File: config.mk
export PLATFORM = sky130hd
export DESIGN_NAME = video_timing_meas
export DESIGN_NICKNAME = d
export VERILOG_FILES = /design/src/rtl/video_pkg.sv /design/src/rtl/video_crc32_24.sv /design/src/rtl/video_timing_meas.sv
export SDC_FILE = /design/constraint.sdc
export NUM_CORES = 1
export LEC_CHECK = 0
export CORE_MARGIN = 2
export CORE_UTILIZATION = 45
export DETAILED_ROUTE_END_ITERATION = 10
export PLACE_DENSITY_LB_ADDON = 0.05
export SYNTH_ARGS = -nofsm -noshare
export SYNTH_HDL_FRONTEND = slang
export SYNTH_SLANG_ARGS = --single-unit
File: constraint.sdc
create_clock -name CLK_i -period 4 [get_ports CLK_i]
set_input_delay 0.8 -clock CLK_i [delete_from_list [all_inputs] [get_ports CLK_i]]
set_output_delay 0.8 -clock CLK_i [all_outputs]
set_load 0.02 [all_outputs]
File: src/rtl/video_pkg.sv
// video_pkg: shared constants and types for the video receive/measure path
package video_pkg;
    localparam int HVD_HS = 2;
    localparam int HVD_VS = 1;
    localparam int HVD_DE = 0;
    localparam logic [31:0] CRC32_POLY = 32'h04C11DB7;
    localparam logic [31:0] CRC32_INIT = 32'hFFFFFFFF;
    localparam int VID_CNT_W = 12;
    typedef enum logic [1:0] {S_WAIT_VS, S_MEASURE, S_LOCKED} meas_state_t;
endpackage

File: src/rtl/video_crc32_24.sv
// video_crc32_24: next CRC-32 (non-reflected) after shifting in a 24-bit word MSB first
module video_crc32_24
    import video_pkg::*;
(
    input  logic [31:0] crc_i,
    input  logic [23:0] data_i,
    output logic [31:0] crc_o
);
    // unrolled bit-serial LFSR, data bit 23 enters first
    always_comb begin
        crc_o = crc_i;
        for (int i = 23; i >= 0; i--)
            crc_o = {crc_o[30:0], 1'b0} ^ ((crc_o[31] ^ data_i[i]) ? CRC32_POLY : 32'h0);
    end
endmodule

File: src/rtl/video_timing_meas.sv
// video_timing_meas: measures H/V totals and active sizes, per-frame CRC-32 and timing lock
module video_timing_meas
    import video_pkg::*;
#(
    parameter int   CNT_W       = VID_CNT_W,
    parameter int   LOCK_FRAMES = 3,
    parameter logic HS_POL      = 1'b1,
    parameter logic VS_POL      = 1'b1
) (
    input  logic             CLK_i,
    input  logic             RST_i,
    input  logic [7:0]       VID_R_i,
    input  logic [7:0]       VID_G_i,
    input  logic [7:0]       VID_B_i,
    input  logic [2:0]       VID_HVD_i,
    output logic [CNT_W-1:0] H_TOTAL_o,
    output logic [CNT_W-1:0] H_ACTIVE_o,
    output logic [CNT_W-1:0] V_TOTAL_o,
    output logic [CNT_W-1:0] V_ACTIVE_o,
    output logic [31:0]      FRAME_CRC_o,
    output logic             UPDATE_o,
    output logic             LOCKED_o,
    output logic             ERROR_o
);
    localparam logic [CNT_W-1:0] MAX = '1;
    localparam logic [CNT_W-1:0] ONE = CNT_W'(1);

    meas_state_t      state_q, state_d;
    logic [23:0]      pix_q, pix_d;
    logic [2:0]       hvd_q, hvd_d;
    logic             hs_prev_q, hs_prev_d, vs_prev_q, vs_prev_d, de_prev_q, de_prev_d;
    logic [CNT_W-1:0] h_cnt_q, h_cnt_d, de_cnt_q, de_cnt_d;
    logic [CNT_W-1:0] h_tot_q, h_tot_d, h_act_q, h_act_d;
    logic [CNT_W-1:0] v_cnt_q, v_cnt_d, va_cnt_q, va_cnt_d;
    logic [CNT_W-1:0] ref_w_q, ref_w_d, ref_t_q, ref_t_d;
    logic             ref_w_vld_q, ref_w_vld_d, ref_t_vld_q, ref_t_vld_d;
    logic             line_de_q, line_de_d, trunc_q, trunc_d, bad_q, bad_d;
    logic [31:0]      crc_q, crc_d, crc_nxt, crc_upd;
    logic [3:0]       stable_q, stable_d;
    logic [CNT_W-1:0] h_total_q, h_total_d, h_active_q, h_active_d;
    logic [CNT_W-1:0] v_total_q, v_total_d, v_active_q, v_active_d;
    logic [31:0]      frame_crc_q, frame_crc_d;
    logic             update_q, update_d, error_q, error_d;
    logic             hs, vs, de, hs_rise, vs_rise, de_rise, de_fall, de_ok, line_de_now;
    logic             bad_now, frame_ev, same;
    logic [CNT_W-1:0] v_end, va_end;

    video_crc32_24 u_crc (.crc_i(crc_q), .data_i(pix_q), .crc_o(crc_nxt));

    // edge detection, line/frame counters, consistency checks and CRC accumulation
    always_comb begin
        pix_d = {VID_R_i, VID_G_i, VID_B_i};
        hvd_d = VID_HVD_i;
        hs = hvd_q[HVD_HS] == HS_POL;
        vs = hvd_q[HVD_VS] == VS_POL;
        de = hvd_q[HVD_DE];
        hs_prev_d = hs;
        vs_prev_d = vs;
        de_prev_d = de;
        hs_rise = hs & ~hs_prev_q;
        vs_rise = vs & ~vs_prev_q;
        de_rise = de & ~de_prev_q;
        de_fall = ~de & de_prev_q;
        de_ok = de_fall & ~trunc_q;
        h_cnt_d = hs_rise ? ONE : (h_cnt_q == MAX) ? MAX : h_cnt_q + ONE;
        h_tot_d = hs_rise ? h_cnt_q : h_tot_q;
        de_cnt_d = de_rise ? ONE : (de && de_cnt_q != MAX) ? de_cnt_q + ONE : de_cnt_q;
        h_act_d = de_ok ? de_cnt_q : h_act_q;
        v_end = (hs_rise && v_cnt_q != MAX) ? v_cnt_q + ONE : v_cnt_q;
        va_end = (de_ok && va_cnt_q != MAX) ? va_cnt_q + ONE : va_cnt_q;
        line_de_now = line_de_q | de_ok;
        bad_now = bad_q | (h_cnt_q == MAX) | (de_cnt_q == MAX) | (v_cnt_q == MAX) | (va_cnt_q == MAX)
                | (de_ok & ref_w_vld_q & (de_cnt_q != ref_w_q))
                | (hs_rise & line_de_now & ref_t_vld_q & (h_cnt_q != ref_t_q));
        ref_w_d = (de_ok && !ref_w_vld_q) ? de_cnt_q : ref_w_q;
        ref_t_d = (hs_rise && line_de_now && !ref_t_vld_q) ? h_cnt_q : ref_t_q;
        ref_w_vld_d = ~vs_rise & (ref_w_vld_q | de_ok);
        ref_t_vld_d = ~vs_rise & (ref_t_vld_q | (hs_rise & line_de_now));
        line_de_d = ~vs_rise & ~hs_rise & line_de_now;
        trunc_d = vs_rise ? de : de_fall ? 1'b0 : trunc_q;
        crc_upd = (de && !trunc_q) ? crc_nxt : crc_q;
        crc_d = vs_rise ? CRC32_INIT : crc_upd;
        v_cnt_d = vs_rise ? '0 : v_end;
        va_cnt_d = vs_rise ? '0 : va_end;
        bad_d = ~vs_rise & bad_now;
    end

    // frame boundary: latch results, track stability and choose the next state
    always_comb begin
        frame_ev = vs_rise && state_q != S_WAIT_VS;
        same = h_tot_d == h_total_q && h_act_d == h_active_q && v_end == v_total_q && va_end == v_active_q;
        state_d = state_q;
        stable_d = stable_q;
        h_total_d = frame_ev ? h_tot_d : h_total_q;
        h_active_d = frame_ev ? h_act_d : h_active_q;
        v_total_d = frame_ev ? v_end : v_total_q;
        v_active_d = frame_ev ? va_end : v_active_q;
        frame_crc_d = frame_ev ? crc_upd : frame_crc_q;
        update_d = frame_ev;
        error_d = frame_ev & bad_now;
        if (frame_ev)
            stable_d = (same && !bad_now) ? ((stable_q == 4'hF) ? stable_q : stable_q + 4'd1) : 4'd0;
        if (vs_rise)
            state_d = (stable_d >= 4'(LOCK_FRAMES)) ? S_LOCKED : S_MEASURE;
    end

    // FSM state register
    always_ff @(posedge CLK_i) begin
        if (RST_i) state_q <= S_WAIT_VS;
        else state_q <= state_d;
    end

    // datapath and output registers; sync history resets asserted so no false edge follows reset
    always_ff @(posedge CLK_i) begin
        if (RST_i) begin
            pix_q <= '0;
            hvd_q <= '0;
            hs_prev_q <= 1'b1;
            vs_prev_q <= 1'b1;
            de_prev_q <= 1'b0;
            h_cnt_q <= '0;
            de_cnt_q <= '0;
            h_tot_q <= '0;
            h_act_q <= '0;
            v_cnt_q <= '0;
            va_cnt_q <= '0;
            ref_w_q <= '0;
            ref_t_q <= '0;
            ref_w_vld_q <= 1'b0;
            ref_t_vld_q <= 1'b0;
            line_de_q <= 1'b0;
            trunc_q <= 1'b0;
            bad_q <= 1'b0;
            crc_q <= CRC32_INIT;
            stable_q <= '0;
            h_total_q <= '0;
            h_active_q <= '0;
            v_total_q <= '0;
            v_active_q <= '0;
            frame_crc_q <= '0;
            update_q <= 1'b0;
            error_q <= 1'b0;
        end else begin
            pix_q <= pix_d;
            hvd_q <= hvd_d;
            hs_prev_q <= hs_prev_d;
            vs_prev_q <= vs_prev_d;
            de_prev_q <= de_prev_d;
            h_cnt_q <= h_cnt_d;
            de_cnt_q <= de_cnt_d;
            h_tot_q <= h_tot_d;
            h_act_q <= h_act_d;
            v_cnt_q <= v_cnt_d;
            va_cnt_q <= va_cnt_d;
            ref_w_q <= ref_w_d;
            ref_t_q <= ref_t_d;
            ref_w_vld_q <= ref_w_vld_d;
            ref_t_vld_q <= ref_t_vld_d;
            line_de_q <= line_de_d;
            trunc_q <= trunc_d;
            bad_q <= bad_d;
            crc_q <= crc_d;
            stable_q <= stable_d;
            h_total_q <= h_total_d;
            h_active_q <= h_active_d;
            v_total_q <= v_total_d;
            v_active_q <= v_active_d;
            frame_crc_q <= frame_crc_d;
            update_q <= update_d;
            error_q <= error_d;
        end
    end

    assign H_TOTAL_o = h_total_q;
    assign H_ACTIVE_o = h_active_q;
    assign V_TOTAL_o = v_total_q;
    assign V_ACTIVE_o = v_active_q;
    assign FRAME_CRC_o = frame_crc_q;
    assign UPDATE_o = update_q;
    assign ERROR_o = error_q;
    assign LOCKED_o = state_q == S_LOCKED;
endmodule

; ---- Word-level counts from Yosys, hierarchy flattened
; Cells that the tools add are included.
; W data, S select, Z words.
[word_totals]
register_bits = 251
in_bits = 29
wordCells = 192
[classes]
n_addsub = 5
n_lt_le_gt_ge = 1
n_eq_ne = 15
n_mux = 39
bitwise = 80
n_reduce_logical = 22
[op_table]
columns = cell, count
row1 = $xor A32 B32 Y32, 24
row2 = $mux W27, 24
row3 = $mux W12, 5
row4 = $add A12 B1 Y12 const B, 4
row5 = $eq A12 B12 Y1, 4
row6 = $eq A12 B12 Y1 const B, 4
row7 = $ne A12 B12 Y1 const B, 3
row8 = $mux W32, 1
row9 = $ne A12 B12 Y1, 2
row10 = $xor A1 B1 Y1, 24
row11 = $and A1 B1 Y1, 16
row12 = $logic_and A1 B1 Y1, 12
row13 = $mux W4, 3
row14 = $or A1 B1 Y1, 9
row15 = $not A1 Y1, 7
row16 = $reduce_bool A2 Y1, 3
row17 = $reduce_or A2 Y1, 3
row18 = $mux W1, 5
row19 = $add A4 B1 Y4 const B, 1
row20 = $eq A4 B4 Y1 const B, 1
row21 = $ge A4 B2 Y1 const B, 1
row22 = $logic_not A1 Y1, 4
row23 = $eq A2 B2 Y1 const B, 1
row24 = $mux W2, 1

; ---- Depth between registers and ports, before layout
; Gate-level depths: netlist (run 1).
[depth]
word_depth = 73
depth_mapped = 12
mapped_depth_nobuf = 10

; ---- Cells and area by module
; Synthesis (run 1) repeated with hierarchy kept, for this count alone.
[unflattened]
hier_cells = 1470
hier_area_um2 = 13341.5
[modules_own_cells]
columns = mod, n_inst, cells_each, area_per_inst_um2, seq_area_each_um2
row1 = video_timing_meas, 1, 1261, 11054.4, 5024.8
row2 = video_crc32_24, 1, 209, 2287.2, 0.0

; ---- Least setup slack after synthesis (run 1)
; OpenSTA, ideal clock, no wires.
[synth_timing]
kind = reg2reg
start = register de_prev_q
end = register state_q[0]
arrival_time_ns = 3.478
setup_slack_ns = 0.405
path_stages_with_launch = 11
period_less_slack_ns = 3.595
cell_sequence = dfxtp_1 -> or3b_2 -> buf_2 -> or2_2 -> nor4bb_1 -> xnor3_1 -> nand4_1 -> or4_1 -> nor4_1 -> nand4_1 -> a32o_1
[synth_between]
elab_chain_cells = 13
elab_cells_between_ends = 24
classes_between = order compare (1) / eq/ne (2) / mux (5) / bitwise (10) / reduce/logical (6)
[synth_rtl]
columns = element, line
row1 = "start, declared", video_timing_meas.sv:31  ; logic hs_prev_q, hs_prev_d, vs_prev_q, vs_prev_d, de_prev_q, de_prev_d;
row2 = "start signal, assigned", video_timing_meas.sv:148  ; de_prev_q <= de_prev_d;
row3 = $and A1 B1 Y1 *, video_timing_meas.sv:63  ; de_fall = ~de & de_prev_q;
row4 = $and A1 B1 Y1 *, video_timing_meas.sv:64  ; de_ok = de_fall & ~trunc_q;
row5 = $or A1 B1 Y1, video_timing_meas.sv:71  ; line_de_now = line_de_q | de_ok;
row6 = $and A1 B1 Y1 (3 in a row), video_timing_meas.sv:74  ; | (hs_rise & line_de_now & ref_t_vld_q & (h_cnt_q != ref_t_q));
row7 = $or A1 B1 Y1, video_timing_meas.sv:74
row8 = $logic_not A1 Y1, video_timing_meas.sv:102  ; stable_d = (same && !bad_now) ? ((stable_q == 4'hF) ? stable_q : stable_q + 4'd1) : 4'd0;
row9 = $logic_and A1 B1 Y1 *, video_timing_meas.sv:102
row10 = $mux W4 *, video_timing_meas.sv:102
row11 = $mux W4 *, video_timing_meas.sv:101  ; if (frame_ev)
row12 = $ge A4 B2 Y1 *, video_timing_meas.sv:104  ; state_d = (stable_d >= 4'(LOCK_FRAMES)) ? S_LOCKED : S_MEASURE;
row13 = $mux W2 *, video_timing_meas.sv:104
row14 = "end signal, assigned", video_timing_meas.sv:110  ; else state_q <= state_d;
row15 = "end, declared", video_timing_meas.sv:28  ; meas_state_t state_q, state_d;
; Mark *: on every way between the ends. The rest lies on a longest branch, timed or not.
; A chain may end at the register's enable or synchronous reset.

; ---- Worst setup path in the final report (run 1)
; Ends and elaborated chain as after synthesis.

==> metrics.log, run 1 <==
INFO  metric worstSetupStartpoint = de_prev_q
INFO  metric worst_setup_path_start_kind = flop
INFO  metric rsz0062_at_grt = no
INFO  metric globalRoute.totalOverflow = 0
INFO  metric slew-limit-headroom = approximately 40%
INFO  metric tritoncts = yes
INFO  metric drt_first_iter_violations = 578
INFO  metric chipWidth = ~170 µm
INFO  metric syn_inst = about 1,300
INFO  metric filler_cells = ~2,500
INFO  metric worst_pin_slew = about 0.9 ns
INFO  metric critical_path_class = reg2reg
INFO  metric reg2reg_from = de_prev_q
INFO  metric ys.warnings.count = 0
INFO  metric cts_max_level = 1
INFO  metric ctsHoldBuffers = 0
INFO  metric ys_async_sr_fraction = 0%
INFO  metric worstHoldPathType = reg2reg
INFO  metric numPortBuffers = ~110
INFO  metric detailroute.via_count = 9,135
INFO  metric setup_tns = 0 ns
INFO  metric hold_start = hvd_q[1]
INFO  metric floorplan.initialDensity = between 40 and 50%
INFO  metric num_antenna_cells = 0
INFO  metric fmaxAchievable = roughly 270 MHz
INFO  metric crit_path_end_kind = flop
INFO  metric synth-main-ff-cell = sky130_fd_sc_hd__dfxtp_1
INFO  metric slew_violations = 0
INFO  metric cap_viol_max_count = 0
INFO  metric worst-endpoint-arrival = 4.07 ns
INFO  metric synth.ff_latch_count = ~250
INFO  metric route.detailed.wl_per_inst = 17.3 µm
INFO  metric worstPathRequired = 4.42 ns
INFO  metric flow.area_growth_from_synthesis = 20.1%
INFO  metric post_cts.repair.setup_buffers = 0
INFO  metric core_area = about 0.027 mm²
INFO  metric finish_stage_setup_viols = 0
INFO  metric grt_util_all_layers = between 20% and 30%
INFO  metric clk_latency = 0.54 ns
INFO  metric dieArea = slightly below 0.03 mm²
INFO  metric cts_max_path_buffers = 3
INFO  metric final_number_of_hold_violating_endpoints = 0
INFO  metric drc = 0
INFO  metric gp_congestion = between 0.9 and 1
INFO  metric drive_gt1_share = under 10%
INFO  metric pre_repair_dr_iteration_count = 5
INFO  metric worst-r2r-cell-count = 10
INFO  metric cp_max_fo = 7
INFO  metric layout_min_cycle_time = 3.64 ns
INFO  metric numClockSinks = 251
INFO  metric vias_in_the_first_global_route = about 8,700
INFO  metric number_of_synthesized_flops_with_an_enable_pin = 0
INFO  metric final_antenna_net_count = 0
INFO  metric post_synth.cell_area_avg = between 9 and 10 µm²
INFO  metric yosysUniqueCellTypes = between 50 and 60
INFO  metric outcome = finished, final reports clean
INFO  metric finalCoreUtilization = a little under three fifths
INFO  metric hold_ws = 0.435 ns
INFO  metric rows = 60
INFO  metric sequential_cell_area_fraction_in_the_yosys_report = 40.5%
INFO  metric nNetsFinal = approximately 1,500
INFO  metric synth.cell_area = between 0.01 and 0.015 mm²
INFO  metric part_of_the_cycle_the_worst_path_needs = between 90% and 100%
INFO  metric grt_start_max_net_pins = just under 70
INFO  metric floorplan.io_pins = 112
INFO  metric cts_buffers = 28
INFO  metric clkTransAtPathRegs = roughly 0.060 ns
INFO  metric first_pass_grt_wire_length = roughly 49 mm
INFO  metric min_delay_path_depth = 1
INFO  metric grt_antenna_before_repair = 0
INFO  metric post_cts_resized = 0
INFO  metric place_hpwl = ~23 mm
INFO  metric routed_wirelength = 30.8 mm
INFO  metric synthesis.nets = 1,352
INFO  metric chipHeight = roughly 170 µm
INFO  metric cts-root-buf = sky130_fd_sc_hd__clkbuf_16
INFO  metric avgViaCountPerCell = around 5
INFO  metric timing.clock.skew = approximately 0.018 ns
layout by cell type (no fill, tap or decap), types with 4 or more instances in the layout:
cell,instances
sky130_fd_sc_hd__mux2i_1,45
sky130_fd_sc_hd__xnor2_2,10
sky130_fd_sc_hd__xnor2_1,164
sky130_fd_sc_hd__buf_4,35
sky130_fd_sc_hd__clkdlybuf4s50_1,110
sky130_fd_sc_hd__clkbuf_16,29
sky130_fd_sc_hd__nor2_1,159
sky130_fd_sc_hd__clkinv_2,6
sky130_fd_sc_hd__and3_1,7
sky130_fd_sc_hd__a31oi_1,5
sky130_fd_sc_hd__nor2b_1,30
sky130_fd_sc_hd__or2_2,13
sky130_fd_sc_hd__o21ai_0,29
sky130_fd_sc_hd__nand4_1,16
sky130_fd_sc_hd__nor3_1,21
sky130_fd_sc_hd__clkbuf_8,11
sky130_fd_sc_hd__xor2_1,74
sky130_fd_sc_hd__nand2b_1,7
sky130_fd_sc_hd__nand2_1,124
sky130_fd_sc_hd__inv_1,12
sky130_fd_sc_hd__nand3_1,28
sky130_fd_sc_hd__and2_1,4
sky130_fd_sc_hd__ha_1,5
sky130_fd_sc_hd__nor4_1,22
sky130_fd_sc_hd__dfxtp_1,251
sky130_fd_sc_hd__xnor3_2,8
sky130_fd_sc_hd__o211ai_1,14
sky130_fd_sc_hd__a21oi_1,75
sky130_fd_sc_hd__a211oi_1,45
sky130_fd_sc_hd__xnor3_1,33
cell usage after synthesis (4+ instances only):
cell,number,share of area [%]
sky130_fd_sc_hd__nor2b_1,30,1.5
sky130_fd_sc_hd__inv_1,12,0.36
sky130_fd_sc_hd__nand4_1,16,0.81
sky130_fd_sc_hd__or2_2,13,0.66
sky130_fd_sc_hd__a31oi_1,5,0.25
sky130_fd_sc_hd__a21oi_1,75,3.0
sky130_fd_sc_hd__xnor3_2,8,1.5
sky130_fd_sc_hd__and2_1,4,0.20
sky130_fd_sc_hd__nand2b_1,7,0.35
sky130_fd_sc_hd__a211oi_1,45,2.7
sky130_fd_sc_hd__buf_2,4,0.16
sky130_fd_sc_hd__xnor2_2,10,1.3
sky130_fd_sc_hd__xnor2_1,164,12
sky130_fd_sc_hd__mux2i_1,45,3.6
sky130_fd_sc_hd__xnor3_1,33,6.0
sky130_fd_sc_hd__nor2_1,161,4.9
sky130_fd_sc_hd__dfxtp_1,251,41
sky130_fd_sc_hd__nor4_1,22,1.1
sky130_fd_sc_hd__xor2_1,74,5.2
sky130_fd_sc_hd__nand2_1,124,3.8
sky130_fd_sc_hd__o21ai_0,29,1.2
sky130_fd_sc_hd__and3_1,7,0.35
sky130_fd_sc_hd__nand3_1,28,1.1
sky130_fd_sc_hd__o211ai_1,14,0.85
sky130_fd_sc_hd__ha_1,5,0.50
sky130_fd_sc_hd__clkbuf_1,69,2.1
sky130_fd_sc_hd__nor3_1,21,0.85
layer usage:
layer / vias up / global-route usage, % / wire length (µm) / part of all wire [%]
met2: 146 / 35.4 / 14100 / 46
li1: 4642 / - / - / -
met5: - / 0 / 0 / 0
met1: 4309 / 30.0 / 15100 / 49
met4: 0 / 5.17 / 619 / 2.0
met3: 38 / 2.56 / 929 / 3.0
per-stage QoR:
stage	cell area (µm²)	instances	worst slack, ns
floorplan	12400	1318	0.405
global placement	13900	1728	0.450
detailed placement	13900	1728	0.369
CTS	14900	1777	0.337
global route	14900	1777	0.115
finish	14900	1777	0.358
worst max-delay path, stage by stage (launching register included):
cell and delay [ns]:
sky130_fd_sc_hd__dfxtp_1 0.39, sky130_fd_sc_hd__or3b_2 0.56, sky130_fd_sc_hd__or2_2 0.35, sky130_fd_sc_hd__nor4bb_1 0.43, sky130_fd_sc_hd__xnor3_1 0.21, sky130_fd_sc_hd__nand4_1 0.10, sky130_fd_sc_hd__or4_1 0.43, sky130_fd_sc_hd__nor4_1 0.40
sky130_fd_sc_hd__buf_4 0.22, sky130_fd_sc_hd__nand4_1 0.13, sky130_fd_sc_hd__a32o_1 0.30
path summary, 6_finish.rpt:
check | slack [ns] | endpoint
min reg2reg | 0.44 | vs_prev_q
max | 0.36 | state_q[0]
min | 0.44 | vs_prev_q
max reg2reg | 0.36 | state_q[0]
logic make-up after synthesis:
kind of cell    after synthesis  share of synthesized area [%]
flops                       251                           40.5
mux                          45                           3.63
xor+xnor                    295                           26.8
buf+inv                      88                           2.70
compound gates              187                           9.37
simple gates                447                           16.4
fa+ha+maj                     5                          0.504
layout make-up:
| class | instances | area, µm² | area share (%) |
|---|---|---|---|
| Inverter | 12 | 45.0 | 0.302 |
| Clock buffer | 41 | 881 | 5.91 |
| Clock inverter | 8 | 90.1 | 0.605 |
| Sequential cell | 251 | 5020 | 33.7 |
| Timing Repair Buffer | 145 | 1360 | 9.15 |
| Multi-Input combinational cell | 979 | 7070 | 47.4 |
| Tap cell | 341 | 427 | 2.86 |
Power of run 1 is left out: the tool's default activity adds up to more than one toggle a clock period on the data nets, which glitch-free logic cannot reach.
==> run 2, diff against run 1 <==
CELL_PAD_IN_SITES_DETAIL_PLACEMENT = 1   (was default)
CELL_PAD_IN_SITES_GLOBAL_PLACEMENT = 1   (was default)
CTS_CLUSTER_DIAMETER = 120   (was default)
==> run 2 against run 1 <==
Net effect:
- sequential cell count unchanged
- final area is 0.53% lower
- wire length increased by 7.5%
- worst hold slack gained 0.031 ns
- critical path type unchanged
- via count increased by 2.6%
- clock skew is 0.0058 ns lower
==> metrics.log, run 2 (same netlist as run 1, synthesis figures left out) <==
INFO  metric outcome = finished, final reports clean
INFO  metric critical-path-top-cell-by-count = sky130_fd_sc_hd__xnor3_1
INFO  metric place_inst = 1,725 (-0.17%)
INFO  metric routed_wirelength = 33.1 mm (+7.5%)
INFO  metric final_number_of_hold_violating_endpoints = 0 (unchanged)
INFO  metric floorplan.io_pins = 112 (unchanged)
INFO  metric tritoncts = yes
INFO  metric drc = 0 (unchanged)
INFO  metric cts_max_level = 1 (unchanged)
INFO  metric cts_buffers = 28 (unchanged)
INFO  metric kind_of_cell_adding_the_most_delay_to_the_critical_path = XOR/XNOR gates
INFO  metric max_stage_delay = 0.56 ns (about the same)
INFO  metric worstSetupStartpoint = pix_q[21]
INFO  metric worst-r2r-cell-count = 9 (-1)
INFO  metric vias_in_the_first_global_route = 9,439 (+8.3%)
INFO  metric pre_repair_dr_iteration_count = 4 (-1)
INFO  metric worst_setup_path_start_kind = flop
INFO  metric worst-endpoint-arrival = 4.20 ns (+0.13 ns)
INFO  metric fmaxAchievable = 268 MHz (-2.4%)
INFO  metric non_filler_cells_in_the_finished_layout = 1,774 (-0.17%)
INFO  metric layout.cells.most_common = sky130_fd_sc_hd__dfxtp_1
INFO  metric grt_antenna_before_repair = 1 (+1)
INFO  metric nNetsFinal = 1,448 (-0.21%)
INFO  metric layout_common_cells = sky130_fd_sc_hd__dfxtp_1, sky130_fd_sc_hd__xnor2_1, sky130_fd_sc_hd__nor2_1
INFO  metric cap_viol_max_count = 0 (unchanged)
INFO  metric gp_congestion = 0.890 (-2.3%)
INFO  metric flow.area_growth_from_synthesis = 19.5%
INFO  metric avgViaCountPerCell = 5.28 (+2.7%)
INFO  metric setup_tns = 0 ns (unchanged)
INFO  metric detailroute.via_count = 9,369 (+2.6%)
INFO  metric critical_path_class = reg2reg
INFO  metric grt_start_max_net_pins = 66 (-4.3%)
INFO  metric worst_pin_slew = 1.04 ns (+0.140 ns)
INFO  metric worstSetupEndpoint = FRAME_CRC_o[12]
INFO  metric clk_latency = 0.54 ns (about the same)
INFO  metric rsz0062_at_grt = no
INFO  metric route.detailed.wl_per_inst = 18.6 µm (+7.6%)
INFO  metric drive_gt1_share = 8.31% (-0.60 points)
INFO  metric cp_slowest_cell = sky130_fd_sc_hd__xnor2_2
INFO  metric final_antenna_net_count = 0 (unchanged)
INFO  metric crit_path_end_kind = flop
INFO  metric floorplan.initialDensity = 45.9% (unchanged)
INFO  metric drt_first_iter_violations = 424 (-27%)
INFO  metric chipWidth = 170 µm (unchanged)
INFO  metric cts_max_path_buffers = 3 (unchanged)
INFO  metric grt_util_all_layers = 23.1% (+1.7 points)
INFO  metric place_hpwl = 24.2 mm (+6.5%)
INFO  metric crit-reg2reg-capture = FRAME_CRC_o[12]
INFO  metric part_of_the_cycle_the_worst_path_needs = 93.3% (+2.2 points)
INFO  metric slew-limit-headroom = 30.6% (-9.5 points)
INFO  metric worstPathRequired = 4.46 ns (+0.04 ns)
INFO  metric clkTransAtPathRegs = 0.06 ns (about the same)
INFO  metric globalRoute.totalOverflow = 0 (unchanged)
INFO  metric finish_stage_setup_viols = 0 (unchanged)
INFO  metric cts-root-buf = sky130_fd_sc_hd__clkbuf_16
INFO  metric cp_num_buf_inv = 0 (-1)
INFO  metric numPortBuffers = 111 (unchanged)
INFO  metric hold_ws = 0.466 ns (+0.0309 ns)
INFO  metric cp_max_fo = 8 (+1)
INFO  metric chipHeight = 170 µm (unchanged)
INFO  metric cell_breakdown_of_the_critical_path = xnor2_2 -> xnor3_1 -> xor2_1 -> xnor3_1 -> xnor2_2 -> xnor3_1 -> xnor2_1 -> a211o_1 -> a21oi_1
INFO  metric dieArea = 0.0289 mm² (unchanged)
INFO  metric worstHoldPathType = reg2reg
INFO  metric reg2reg_from = pix_q[21]
INFO  metric timing.clock.skew = 0.0126 ns (-0.00578 ns)
INFO  metric core_area = 0.0270 mm² (unchanged)
INFO  metric first_pass_grt_wire_length = 52.5 mm (+7.1%)
INFO  metric layout_min_cycle_time = 3.73 ns (+0.0881 ns)
INFO  metric rows = 60 (unchanged)
INFO  metric numClockSinks = 251 (unchanged)
INFO  metric post_cts.repair.setup_buffers = 0 (unchanged)
INFO  metric slew_violations = 0 (unchanged)
INFO  metric critical_path_cell_count = 9 (-1)
INFO  metric rrSetupSlack = 0.27 ns (-0.09 ns)
run 2: cell count changes in the layout (fill, tap and decap cells not counted), sizes merged:
| cell | delta |
|---|---|
| bufinv | -1 |
| clkbuf | +3 |
| buf | -3 |
| diode | +1 |
| clkinvlp | +1 |
| clkinv | -4 |
run 2: area by class of cell:
cell class | instances | area, µm²
fillers | 3066 | 12200
multi-input cells | 979 | 7080
flip-flops and latches | 251 | 5020
repair buffers | 142 | 1340
clock buffers | 44 | 852
well taps | 341 | 427
clock inverters | 4 | 47.5
inverters | 12 | 45.0
diodes | 1 | 2.50
run 2: worst min path at each step:
stage,from,endpoint,slack (ns),cells past startpoint
6_report,FRAME_CRC_o[11],FRAME_CRC_o[11],0.47,2
5_1_grt,ref_w_q[2],ref_w_q[2],0.48,2
4_1_cts,FRAME_CRC_o[6],FRAME_CRC_o[6],0.47,2
3_5_place_dp,FRAME_CRC_o[6],FRAME_CRC_o[6],0.45,2
3_3_place_gp,FRAME_CRC_o[14],FRAME_CRC_o[14],0.45,2
2_1_floorplan,hvd_q[1],vs_prev_q,0.41,1
run 2: metrics by stage:
stage | util [%] | cell area (µm²) | setup WS, ns
2_1_floorplan | - | 12400 | 0.405
3_3_place_gp | 51.5 | 13900 | 0.206
3_5_place_dp | 51.5 | 13900 | 0.216
4_1_cts | 54.8 | 14800 | 0.195
5_1_grt | 54.8 | 14800 | 0.0774
6_report | 54.8 | 14800 | 0.269
run 2: what timing repair did:
action                                  in CTS  in global routing
resized for setup                            0                  2
hold buffers                                 0                  0
endpoints found under the setup margin       0                  1
run 2: per-layer routing:
metal	routed length (µm)	global-route usage [%]	up-vias
met5	0	0	-
met4	797	6.09	0
met3	1090	3.21	46
met2	15300	38.4	139
met1	15800	31.7	4564
li1	-	-	4620
run 2: worst min-delay path: stages, from the launching register on:
cell	delay (ns)
sky130_fd_sc_hd__dfxtp_1	0.31
sky130_fd_sc_hd__nand2_1	0.05
sky130_fd_sc_hd__a21oi_1	0.06
Power of run 2 is left out for the same reason.
==> run 3, diff against run 2 <==
CORE_UTILIZATION = 29   (was 45)
==> run 3 against run 2 <==
Net effect:
- setup slack worse by 0.013 ns
- first-iteration DRC count is 5.0% lower
- sequential cell count is the same
- worst hold slack lost 0.020 ns
- via count increased by 0.30%
- die area up 54%
- fmax is 0.34% lower
- non-clock buffer count rose by 9
- final cell count grew 12%
- critical path type unchanged
- critical endpoint is now state_q[0]
- largest cell class unchanged
==> metrics.log, run 3 (same netlist as run 1, synthesis figures left out) <==
INFO  metric non_filler_cells_in_the_finished_layout = 1,988 (+12%)
INFO  metric layout_min_cycle_time = 3.74 ns (+0.0125 ns)
INFO  metric first_pass_grt_wire_length = 58.2 mm (+11%)
INFO  metric globalRoute.totalOverflow = 0 (unchanged)
INFO  metric setup_tns = 0 ns (unchanged)
INFO  metric numClockSinks = 251 (unchanged)
INFO  metric outcome = finished, final reports clean
INFO  metric crit_path_end_kind = flop
INFO  metric part_of_the_cycle_the_worst_path_needs = 93.6% (+0.31 points)
INFO  metric grt_start_max_net_pins = 61 (-7.6%)
INFO  metric reg2reg_from = de_prev_q
INFO  metric hold_start = hvd_q[1]
INFO  metric grt_antenna_before_repair = 1 (unchanged)
INFO  metric fmaxAchievable = 267 MHz (-0.34%)
INFO  metric chipWidth = 211 µm (+24%)
INFO  metric cp_num_buf_inv = 1 (+1)
INFO  metric finish_stage_setup_viols = 0 (unchanged)
INFO  metric drc = 0 (unchanged)
INFO  metric cap_viol_max_count = 0 (unchanged)
INFO  metric max_stage_delay = 0.57 ns (about the same)
INFO  metric worst_setup_path_start_kind = flop
INFO  metric worstHoldPathType = reg2reg
INFO  metric grt_util_all_layers = 16.9% (-6.3 points)
INFO  metric clk_latency = 0.57 ns (+0.03 ns)
INFO  metric detailroute.via_count = 9,397 (+0.30%)
INFO  metric chipHeight = 211 µm (+24%)
INFO  metric gp_congestion = 0.798 (-10%)
INFO  metric cts_buffers = 30 (+7.1%)
INFO  metric critical-path-top-cell-by-count = sky130_fd_sc_hd__nand4_1
INFO  metric min_delay_path_depth = 1 (-1)
INFO  metric clkTransAtPathRegs = 0.06 ns (about the same)
INFO  metric slew_violations = 0 (unchanged)
INFO  metric route.detailed.wl_per_inst = 18.7 µm (+0.23%)
INFO  metric whs_endpoint = vs_prev_q
INFO  metric cp_max_fo = 7 (-1)
INFO  metric tritoncts = yes
INFO  metric avgViaCountPerCell = 4.73 (-10%)
INFO  metric floorplan.io_pins = 112 (unchanged)
INFO  metric layout_common_cells = sky130_fd_sc_hd__dfxtp_1, sky130_fd_sc_hd__xnor2_1, sky130_fd_sc_hd__nor2_1
INFO  metric kind_of_cell_adding_the_most_delay_to_the_critical_path = simple AND/OR/NAND/NOR gates
INFO  metric flow.area_growth_from_synthesis = 22.7%
INFO  metric nNetsFinal = 1,459 (+0.76%)
INFO  metric ctsHoldBuffers = 0 (unchanged)
INFO  metric worst-endpoint-arrival = 4.21 ns (about the same)
INFO  metric critical_path_class = reg2reg
INFO  metric crit-reg2reg-capture = state_q[0]
INFO  metric core_area = 0.0420 mm² (+56%)
INFO  metric numPortBuffers = 111 (unchanged)
INFO  metric rows = 75 (+25%)
INFO  metric final_number_of_hold_violating_endpoints = 0 (unchanged)
INFO  metric cts_max_path_buffers = 3 (unchanged)
INFO  metric rsz0062_at_grt = no
INFO  metric cell_breakdown_of_the_critical_path = or3b_2 -> or2_2 -> nor4bb_1 -> xnor3_1 -> nand4_1 -> or4_1 -> nor4_2 -> buf_4 -> nand4_1 -> a32o_1
INFO  metric post-route-worst-setup-slack = 0.257 ns (-0.0125 ns)
INFO  metric worst-r2r-cell-count = 10 (+1)
INFO  metric cp_slowest_cell = sky130_fd_sc_hd__or3b_2
INFO  metric dpl_worst_slack = 0.146 ns (-0.0700 ns)
INFO  metric worst_pin_slew = 0.941 ns (-0.0968 ns)
INFO  metric timing.clock.skew = 0.0252 ns (+0.0126 ns)
INFO  metric dieArea = 0.0444 mm² (+54%)
INFO  metric drive_gt1_share = 9.52% (+1.2 points)
INFO  metric routed_wirelength = 37.1 mm (+12%)
INFO  metric num_antenna_cells = 0 (-1)
INFO  metric worstPathRequired = 4.47 ns (about the same)
INFO  metric filler_cells = 4,775 (+56%)
INFO  metric floorplan.initialDensity = 29.5% (-16 points)
INFO  metric vias_in_the_first_global_route = 9,622 (+1.9%)
INFO  metric place_hpwl = 27.5 mm (+14%)
INFO  metric final_antenna_net_count = 0 (unchanged)
INFO  metric drt_first_iter_violations = 403 (-5.0%)
INFO  metric rrSetupSlack = 0.26 ns (about the same)
INFO  metric layout.cells.most_common = sky130_fd_sc_hd__dfxtp_1
INFO  metric slew-limit-headroom = 37.1% (+6.5 points)
INFO  metric pre_repair_dr_iteration_count = 4 (unchanged)
INFO  metric place_inst = 1,932 (+12%)
INFO  metric cts_max_level = 1 (unchanged)
INFO  metric cts-root-buf = sky130_fd_sc_hd__clkbuf_16
-- run 3: timing repair --
| action | in CTS | in global routing |
|---|---|---|
| endpoints found under the setup margin | 0 | 1 |
| setup buffers | 0 | 0 |
| resized for setup | 0 | 1 |
-- run 3: worst max path at each step --
stage | slack, ns | depth (start not counted) | end | start
finish | 0.26 | 10 | state_q[0] | de_prev_q
global route | 0.02 | 10 | state_q[0] | de_prev_q
detailed placement | 0.15 | 10 | state_q[0] | de_prev_q
CTS | 0.12 | 10 | state_q[0] | de_prev_q
floorplan | 0.40 | 10 | state_q[0] | de_prev_q
global placement | 0.24 | 10 | state_q[0] | de_prev_q
-- run 3: layout make-up --
class / count / area [µm²] / share of cell area, %
inverters: 12 / 45.0 / 0.296
clock inverters: 12 / 101 / 0.666
multi-input cells: 979 / 7080 / 46.5
repair buffers: 151 / 1410 / 9.28
flip-flops and latches: 251 / 5020 / 33.0
well taps: 539 / 674 / 4.43
clock buffers: 44 / 893 / 5.87
-- run 3: per-stage QoR --
| step | hold WS (ns) | area (µm²) | util (%) |
|---|---|---|---|
| final | 0.446 | 15200 | 36.2 |
| after floorplan | 0.406 | 12400 | - |
| after detailed placement | 0.436 | 14200 | 33.8 |
| after global routing | 0.475 | 15200 | 36.2 |
| after CTS | 0.451 | 15200 | 36.2 |
| after global placement | 0.428 | 14200 | 33.8 |
-- run 3: metal layers --
metal	GRT usage, %	wire, µm	vias to the layer above	part of all wire, %
li1	-	-	4653	-
met1	24.0	18500	4574	50
met2	27.2	16700	130	45
met3	2.10	1340	38	3.6
met4	3.89	582	2	1.6
met5	0	13	-	0.035
-- run 3: worst reg2reg max path: stages (launching register included) --
cell and delay, ns:
sky130_fd_sc_hd__dfxtp_1 0.40, sky130_fd_sc_hd__or3b_2 0.57, sky130_fd_sc_hd__or2_2 0.36, sky130_fd_sc_hd__nor4bb_1 0.49, sky130_fd_sc_hd__xnor3_1 0.22, sky130_fd_sc_hd__nand4_1 0.08, sky130_fd_sc_hd__or4_1 0.43, sky130_fd_sc_hd__nor4_2 0.42
sky130_fd_sc_hd__buf_4 0.23, sky130_fd_sc_hd__nand4_1 0.13, sky130_fd_sc_hd__a32o_1 0.31
Power of run 3 is left out for the same reason.
